File: config.mk
export PLATFORM = sky130hd
export DESIGN_NAME = ls_pwm_gen_multi_flat
export DESIGN_NICKNAME = d
export VERILOG_FILES = /design/src/rtl/ls_pwm_gen_multi_if.sv /design/src/rtl/ls_pwm_gen_multi.sv /design/src/flat_wrapper.sv
export SDC_FILE = /design/constraint.sdc
export NUM_CORES = 1
export LEC_CHECK = 0
export CAP_MARGIN = 20
export CORE_MARGIN = 1
export CORE_UTILIZATION = 35
export CTS_CLUSTER_SIZE = 12
export DETAILED_ROUTE_END_ITERATION = 12
export SLEW_MARGIN = 40
export SYNTH_ARGS = -nofsm -noshare
export SYNTH_HDL_FRONTEND = slang
export SYNTH_SLANG_ARGS = --single-unit
File: constraint.sdc
create_clock -name clk_50M_o -period 5.26 [get_ports clk_50M_o]
set_input_delay 1.052 -clock clk_50M_o [delete_from_list [all_inputs] [get_ports clk_50M_o]]
set_output_delay 1.052 -clock clk_50M_o [all_outputs]
set_load 0.01 [all_outputs]
File: src/rtl/ls_pwm_gen_multi_if.sv
// Configuration bus for the multi-channel low-speed PWM generator.
// The host drives the staging-register writes through the master side.
interface ls_pwm_gen_multi_if #(
    parameter int NUM_CH  = 4,
    parameter int CNT_W   = 16,
    parameter int BURST_W = 8,
    parameter int CH_W    = (NUM_CH > 1) ? $clog2(NUM_CH) : 1
);
    logic               cfg_wr;
    logic [CH_W-1:0]    cfg_ch;
    logic [CNT_W-1:0]   cfg_period;
    logic [CNT_W-1:0]   cfg_duty;
    logic [BURST_W-1:0] cfg_burst;
    logic               cfg_pol;

    modport master (
        output cfg_wr, cfg_ch, cfg_period,
        output cfg_duty, cfg_burst, cfg_pol
    );

    modport slave (
        input cfg_wr, cfg_ch, cfg_period,
        input cfg_duty, cfg_burst, cfg_pol
    );
endinterface

File: src/rtl/ls_pwm_gen_multi.sv
// Multi-channel low-speed PWM generator with staged/active config,
// programmable period, duty, polarity and burst length per channel.
module ls_pwm_gen_multi #(
    parameter int NUM_CH  = 4,
    parameter int CNT_W   = 16,
    parameter int BURST_W = 8
) (
    input  logic                clk_50M_o,
    input  logic                rst_n,
    ls_pwm_gen_multi_if.slave   cfg,
    input  logic [NUM_CH-1:0]   ch_start,
    input  logic [NUM_CH-1:0]   ch_stop,
    output logic [NUM_CH-1:0]   pwm_out,
    output logic [NUM_CH-1:0]   ch_busy,
    output logic [NUM_CH-1:0]   ch_done
);

    typedef struct packed {
        logic [CNT_W-1:0]   period;
        logic [CNT_W-1:0]   duty;
        logic [BURST_W-1:0] burst;
        logic               pol;
    } cfg_t;

    typedef enum logic {
        S_IDLE,
        S_RUN
    } state_t;

    cfg_t w_wr_cfg;

    assign w_wr_cfg = {cfg.cfg_period, cfg.cfg_duty,
                       cfg.cfg_burst, cfg.cfg_pol};

    for (genvar i = 0; i < NUM_CH; i++) begin : g_ch
        cfg_t               r_stg;
        cfg_t               r_act;
        state_t             r_st;
        logic [CNT_W-1:0]   r_cnt;
        logic [BURST_W-1:0] r_pcnt;
        logic               r_pwm;
        logic               r_busy;
        logic               r_done;

        logic               w_sel;
        logic               w_wrap;
        logic               w_last;
        logic [CNT_W-1:0]   w_cnt_inc;
        logic [BURST_W-1:0] w_pcnt_inc;

        // Out-of-range channel numbers never match, so they are dropped.
        assign w_sel      = cfg.cfg_wr && (int'(cfg.cfg_ch) == i);
        assign w_wrap     = (r_cnt == r_act.period);
        assign w_cnt_inc  = r_cnt + CNT_W'(1);
        assign w_pcnt_inc = r_pcnt + BURST_W'(1);
        assign w_last     = (r_act.burst != '0) &&
                            (w_pcnt_inc == r_act.burst);

        always_ff @(posedge clk_50M_o or negedge rst_n) begin
            if (!rst_n) begin
                r_stg  <= '0;
                r_act  <= '0;
                r_st   <= S_IDLE;
                r_cnt  <= '0;
                r_pcnt <= '0;
                r_pwm  <= 1'b0;
                r_busy <= 1'b0;
                r_done <= 1'b0;
            end else begin
                r_done <= 1'b0;
                if (w_sel) begin
                    r_stg <= w_wr_cfg;
                end
                unique case (r_st)
                    S_IDLE: begin
                        if (ch_start[i] && !ch_stop[i]) begin
                            r_st   <= S_RUN;
                            r_act  <= r_stg;
                            r_cnt  <= '0;
                            r_pcnt <= '0;
                            r_busy <= 1'b1;
                            r_pwm  <= (r_stg.duty != '0) ^ r_stg.pol;
                        end else begin
                            r_pwm <= r_stg.pol;
                        end
                    end
                    S_RUN: begin
                        if (ch_stop[i]) begin
                            r_st   <= S_IDLE;
                            r_busy <= 1'b0;
                            r_pwm  <= r_stg.pol;
                        end else if (w_wrap && w_last) begin
                            r_st   <= S_IDLE;
                            r_cnt  <= '0;
                            r_busy <= 1'b0;
                            r_done <= 1'b1;
                            r_pwm  <= r_stg.pol;
                        end else if (w_wrap) begin
                            // Reload uses the staging value from before
                            // any write landing in this same cycle.
                            r_act <= r_stg;
                            r_cnt <= '0;
                            if (r_pcnt != '1) begin
                                r_pcnt <= w_pcnt_inc;
                            end
                            r_pwm <= (r_stg.duty != '0) ^ r_stg.pol;
                        end else begin
                            r_cnt <= w_cnt_inc;
                            r_pwm <= (w_cnt_inc < r_act.duty) ^
                                     r_act.pol;
                        end
                    end
                    default: r_st <= S_IDLE;
                endcase
            end
        end

        assign pwm_out[i] = r_pwm;
        assign ch_busy[i] = r_busy;
        assign ch_done[i] = r_done;
    end

endmodule

File: src/flat_wrapper.sv
// flat-port wrapper written by rule: the top's interface ports become plain ports
module ls_pwm_gen_multi_flat 
#(
    parameter int NUM_CH  = 4,
    parameter int CNT_W   = 16,
    parameter int BURST_W = 8
)
  (clk_50M_o, rst_n, ch_start, ch_stop, pwm_out, ch_busy, ch_done, cfg_cfg_wr, cfg_cfg_ch, cfg_cfg_period, cfg_cfg_duty, cfg_cfg_burst, cfg_cfg_pol);
  ls_pwm_gen_multi_if #(.NUM_CH(NUM_CH), .CNT_W(CNT_W), .BURST_W(BURST_W)) cfg_i ();
  input  logic clk_50M_o;
  input  logic rst_n;
  input  logic [NUM_CH-1:0] ch_start;
  input  logic [NUM_CH-1:0] ch_stop;
  output logic [NUM_CH-1:0] pwm_out;
  output logic [NUM_CH-1:0] ch_busy;
  output logic [NUM_CH-1:0] ch_done;
  input wire logic [$bits(cfg_i.cfg_wr)-1:0] cfg_cfg_wr;
  input wire logic [$bits(cfg_i.cfg_ch)-1:0] cfg_cfg_ch;
  input wire logic [$bits(cfg_i.cfg_period)-1:0] cfg_cfg_period;
  input wire logic [$bits(cfg_i.cfg_duty)-1:0] cfg_cfg_duty;
  input wire logic [$bits(cfg_i.cfg_burst)-1:0] cfg_cfg_burst;
  input wire logic [$bits(cfg_i.cfg_pol)-1:0] cfg_cfg_pol;
  assign cfg_i.cfg_wr = cfg_cfg_wr;
  assign cfg_i.cfg_ch = cfg_cfg_ch;
  assign cfg_i.cfg_period = cfg_cfg_period;
  assign cfg_i.cfg_duty = cfg_cfg_duty;
  assign cfg_i.cfg_burst = cfg_cfg_burst;
  assign cfg_i.cfg_pol = cfg_cfg_pol;
  ls_pwm_gen_multi #(.NUM_CH(NUM_CH), .CNT_W(CNT_W), .BURST_W(BURST_W)) u_core (.clk_50M_o(clk_50M_o), .rst_n(rst_n), .cfg(cfg_i), .ch_start(ch_start), .ch_stop(ch_stop), .pwm_out(pwm_out), .ch_busy(ch_busy), .ch_done(ch_done));
endmodule
==> results.md <==
* Port bufs at 65
* Final ANT Viol Nets at 0
* Dpl hpwl at 35.8 mm
* Design Area, Final at 0.0245 mm2
* Placed inst area at between 0.02 and 0.025 mm2
* CORE AREA at 0.0605 mm2
* Clk_lat worst skew at roughly 0.60 ns
* Crit path kind: reg -> reg
* Setup violators final at 0
* Starting Density at 0.355
* Fmax at between 0.2 and 0.3 GHz
* Largest net degree at the start of global routing at 99
* Die Ht at 250 um
* Async set or reset register ratio after synthesis at 1.00
* Clk pin slew, worst setup/hold paths at around 0.050 ns
* Crit path max-delay family: simple AND/OR/NAND/NOR gates
* Root Driver: clkbuf_16
* Yosys Warn Count at 0
* Peak VDD IR at roughly 230 uV
* Final critical-path setup slack at about 1.5 ns
* Row count at 90
* Critical Path Max Stage Delay at between 0.4 and 0.5 ns
* GRT overflow at 0
* Number of synthesized flops with an enable pin at 0
* Unrepaired setup endpoints after global routing: no
* Dpl cells at 2588
* Clock Sinks at 440
* Worst path cell trace: nand4_1 -> nor3_1 -> nand2_1 -> nor2_1 -> and3_1 -> xor2_1 -> ha_1 -> a21oi_1 -> o21ai_0 -> or3_1 -> o21ai_0 -> mux2_2 -> a2111o_1
* Mapped Nets at 1935
* Vias per cell at about 5.3
* DR vias at around 14000
* CTS Buffer Depth at 3
* DIE AREA at just over 0.06 mm2
* Yosys cell types at 76
* Outcome: complete, no violations
* Fin crit period at between 3 and 4 ns
* Worst slack at placement at about 1.6 ns
* Fin crit share at 0.709
* Total CTS buffers at 49
* Critical Path End Type: flop
* Total GRT Usage at 0.170
* # IOs at 66
* Layout area overhead at 14.1%
* Most used cell along the critical path: o21ai_0
* WL final at between 50 and 60 mm
* Post-Route Skew at between 0.02 and 0.03 ns
* # Post-CTS Setup Buffers at 0
* Total power at around 9.8 mW
* First-pass GRT wire length at between 80 and 90 mm
* Setup TNS at 0 ns
* Syn Std Cell Area at about 0.021 mm2
* Max-slew violations at 0
* Post-CTS resize count at 0
* TritonCTS clock tree: yes
* Crit Path Max Fanout at 7
* Routability cong. at 0.852
* Die X at around 250 um
* Worst endpoint required time at between 5 and 6 ns
* Yosys reg bits at 440
* Share of layout cells above drive strength 1 at 0.225
* Iteration count of the initial detailed-routing pass at 6
* Fin util at 0.405
* Crit path arrival time at 4.18 ns
* Cts-stage hold buffer count at 0
* Worst hold path type: in -> async
* WL per Instance at about 19 um
* 1st-iter DRT viols at between 900 and 1000
* Register area share after synthesis at 0.513
* Worst path bufs/invs at 0
* Worst hold margin at ~0.38 ns
* Max-Cap Viols at 0
* H-Tree Depth at 2
* Nets at 1979
* Syn Inst Count at 1813
* Internal reg-to-reg setup slack at around 1.5 ns
* Slew margin rel. at 0.447
* Synthesized area per cell at ~12 um2
* Final Hold Vio Count at 0
* Vias in the first global route at roughly 14000
* Final cell count without fillers at around 2700
* DRC at 0
* Pwr dens at about 400 mW/mm2
* Initial antenna violation count at 12
* # diodes at 0
* Leak at 10.7 nW
* Kind of start point of the critical path: flop
* CP max-delay cell: dfrtp_1
* Primary FF master, synth: dfrtp_1
* Worst-Margin Slew at 0.828 ns
[cells by family after synthesis]
family	synth area share
mux	0.163
buf+inv	0.0361
fa+ha+maj	0.0396
simple gates	0.0953
compound gates	0.0881
flops	0.513
xor+xnor	0.0657
[registers in the layout, summed over array words and instances (netlist names)]
name	flops
u_core.g_ch.r_act	164
u_core.g_ch.r_stg	164
u_core.g_ch.r_cnt	64
u_core.g_ch.r_pcnt	32
u_core.g_ch.r_busy	4
u_core.g_ch.r_done	4
u_core.g_ch.r_pwm	4
u_core.g_ch.r_st	4
[worst reg2reg max path: cells and delay by family, from the launching register on]
family / cells / cell delay (ns)
flip-flops: 1 / 0.46
AO/OA/AOI/OAI: 4 / 0.77
AND/OR/NAND/NOR: 6 / 1.54
multiplexers: 1 / 0.36
XOR/XNOR: 1 / 0.20
adder cells (fa/ha/maj): 1 / 0.28
[layout make-up]
class | instances | area [um2]
Multi-Input combinational cell | 1200 | 9750
Timing Repair Buffer | 86 | 871
Fill cell | 5653 | 36000
Sequential cell | 440 | 11000
Clock inverter | 15 | 189
Inverter | 80 | 300
Clock buffer | 71 | 1410
Tap cell | 782 | 978
[placed cells by master, fill, tap and decap left out, types with 6 or more instances in the layout]
master	n
clkinv_2	9
and3_1	25
nor3_1	22
a31oi_1	9
buf_4	17
a22o_1	26
nor2b_1	8
mux2_2	302
nand3b_1	6
nor3b_1	6
o211ai_1	7
mux2i_1	9
clkdlybuf4s50_1	64
nand4_1	27
xnor2_1	86
and4_1	6
o21bai_1	6
a21o_1	15
o21ai_0	81
nand2b_1	17
a21oi_1	39
ha_1	68
clkbuf_16	50
a32o_1	23
xor2_1	75
nand3_1	52
inv_1	79
or3_1	13
clkbuf_1	13
o31ai_1	8
clkbuf_8	8
and2_1	7
nor2_1	46
nor4_1	30
nand2_1	99
dfrtp_1	440
[layer usage]
layer  share of wire  track usage  up-vias
met5         0.00046            0        -
met4           0.018       0.0383        4
met3           0.051       0.0308       65
met2            0.44        0.258      303
met1            0.49        0.252     7292
li1                -            -     6572
[cells in the mapped netlist (all sizes together) (7+ instances only)]
master,instances,area [um2]
a22o,26,228
nor4,33,228
a32o,23,230
nand2,99,372
xor2,75,657
inv,79,297
o211ai,7,52.6
and4,7,63.8
and2,8,50.1
clkbuf,43,163
mux2i,9,90.1
o31ai,9,72.6
ha,68,851
nor2b,8,50.1
nor3,23,120
nand4,27,169
a21oi,41,216
or3,13,81.3
a21o,15,113
nor3b,7,52.6
o21bai,7,56.3
o21ai,86,434
nand3,54,275
and3,25,156
nand2b,17,106
a31oi,9,56.3
xnor2,86,753
buf,50,313
dfrtp,440,11000
nor2,50,188
mux2,302,3400
[path summary, 6_finish.rpt]
kind,from,to,cells past startpoint
worst max-delay path,u_core.g_ch[2].r_cnt[2]$_DFFE_PN0P_,u_core.g_ch[2].r_pwm$_DFF_PN0_,13
worst min-delay path,rst_n,u_core.g_ch[3].r_pcnt[5]$_DFFE_PN0P_,1
worst max register to register,u_core.g_ch[2].r_cnt[2]$_DFFE_PN0P_,u_core.g_ch[2].r_pwm$_DFF_PN0_,13
worst min register to register,u_core.g_ch[1].r_stg[31]$_DFFE_PN0P_,u_core.g_ch[1].r_act[31]$_DFFE_PN0P_,1
max in group asynchronous,rst_n,u_core.g_ch[2].r_stg[6]$_DFFE_PN0P_,3
min in group clk_50M_o,u_core.g_ch[1].r_stg[31]$_DFFE_PN0P_,u_core.g_ch[1].r_act[31]$_DFFE_PN0P_,1
[power by group]
group,total [mW],leakage [nW],switching [mW],internal (mW)
combinational,1.78,4.45,0.824,0.958
clock,3.44,0.788,1.40,2.05
sequential,4.61,5.45,0.525,4.09
total,9.83,10.7,2.74,7.09
(Power assumes the default switching activity.)
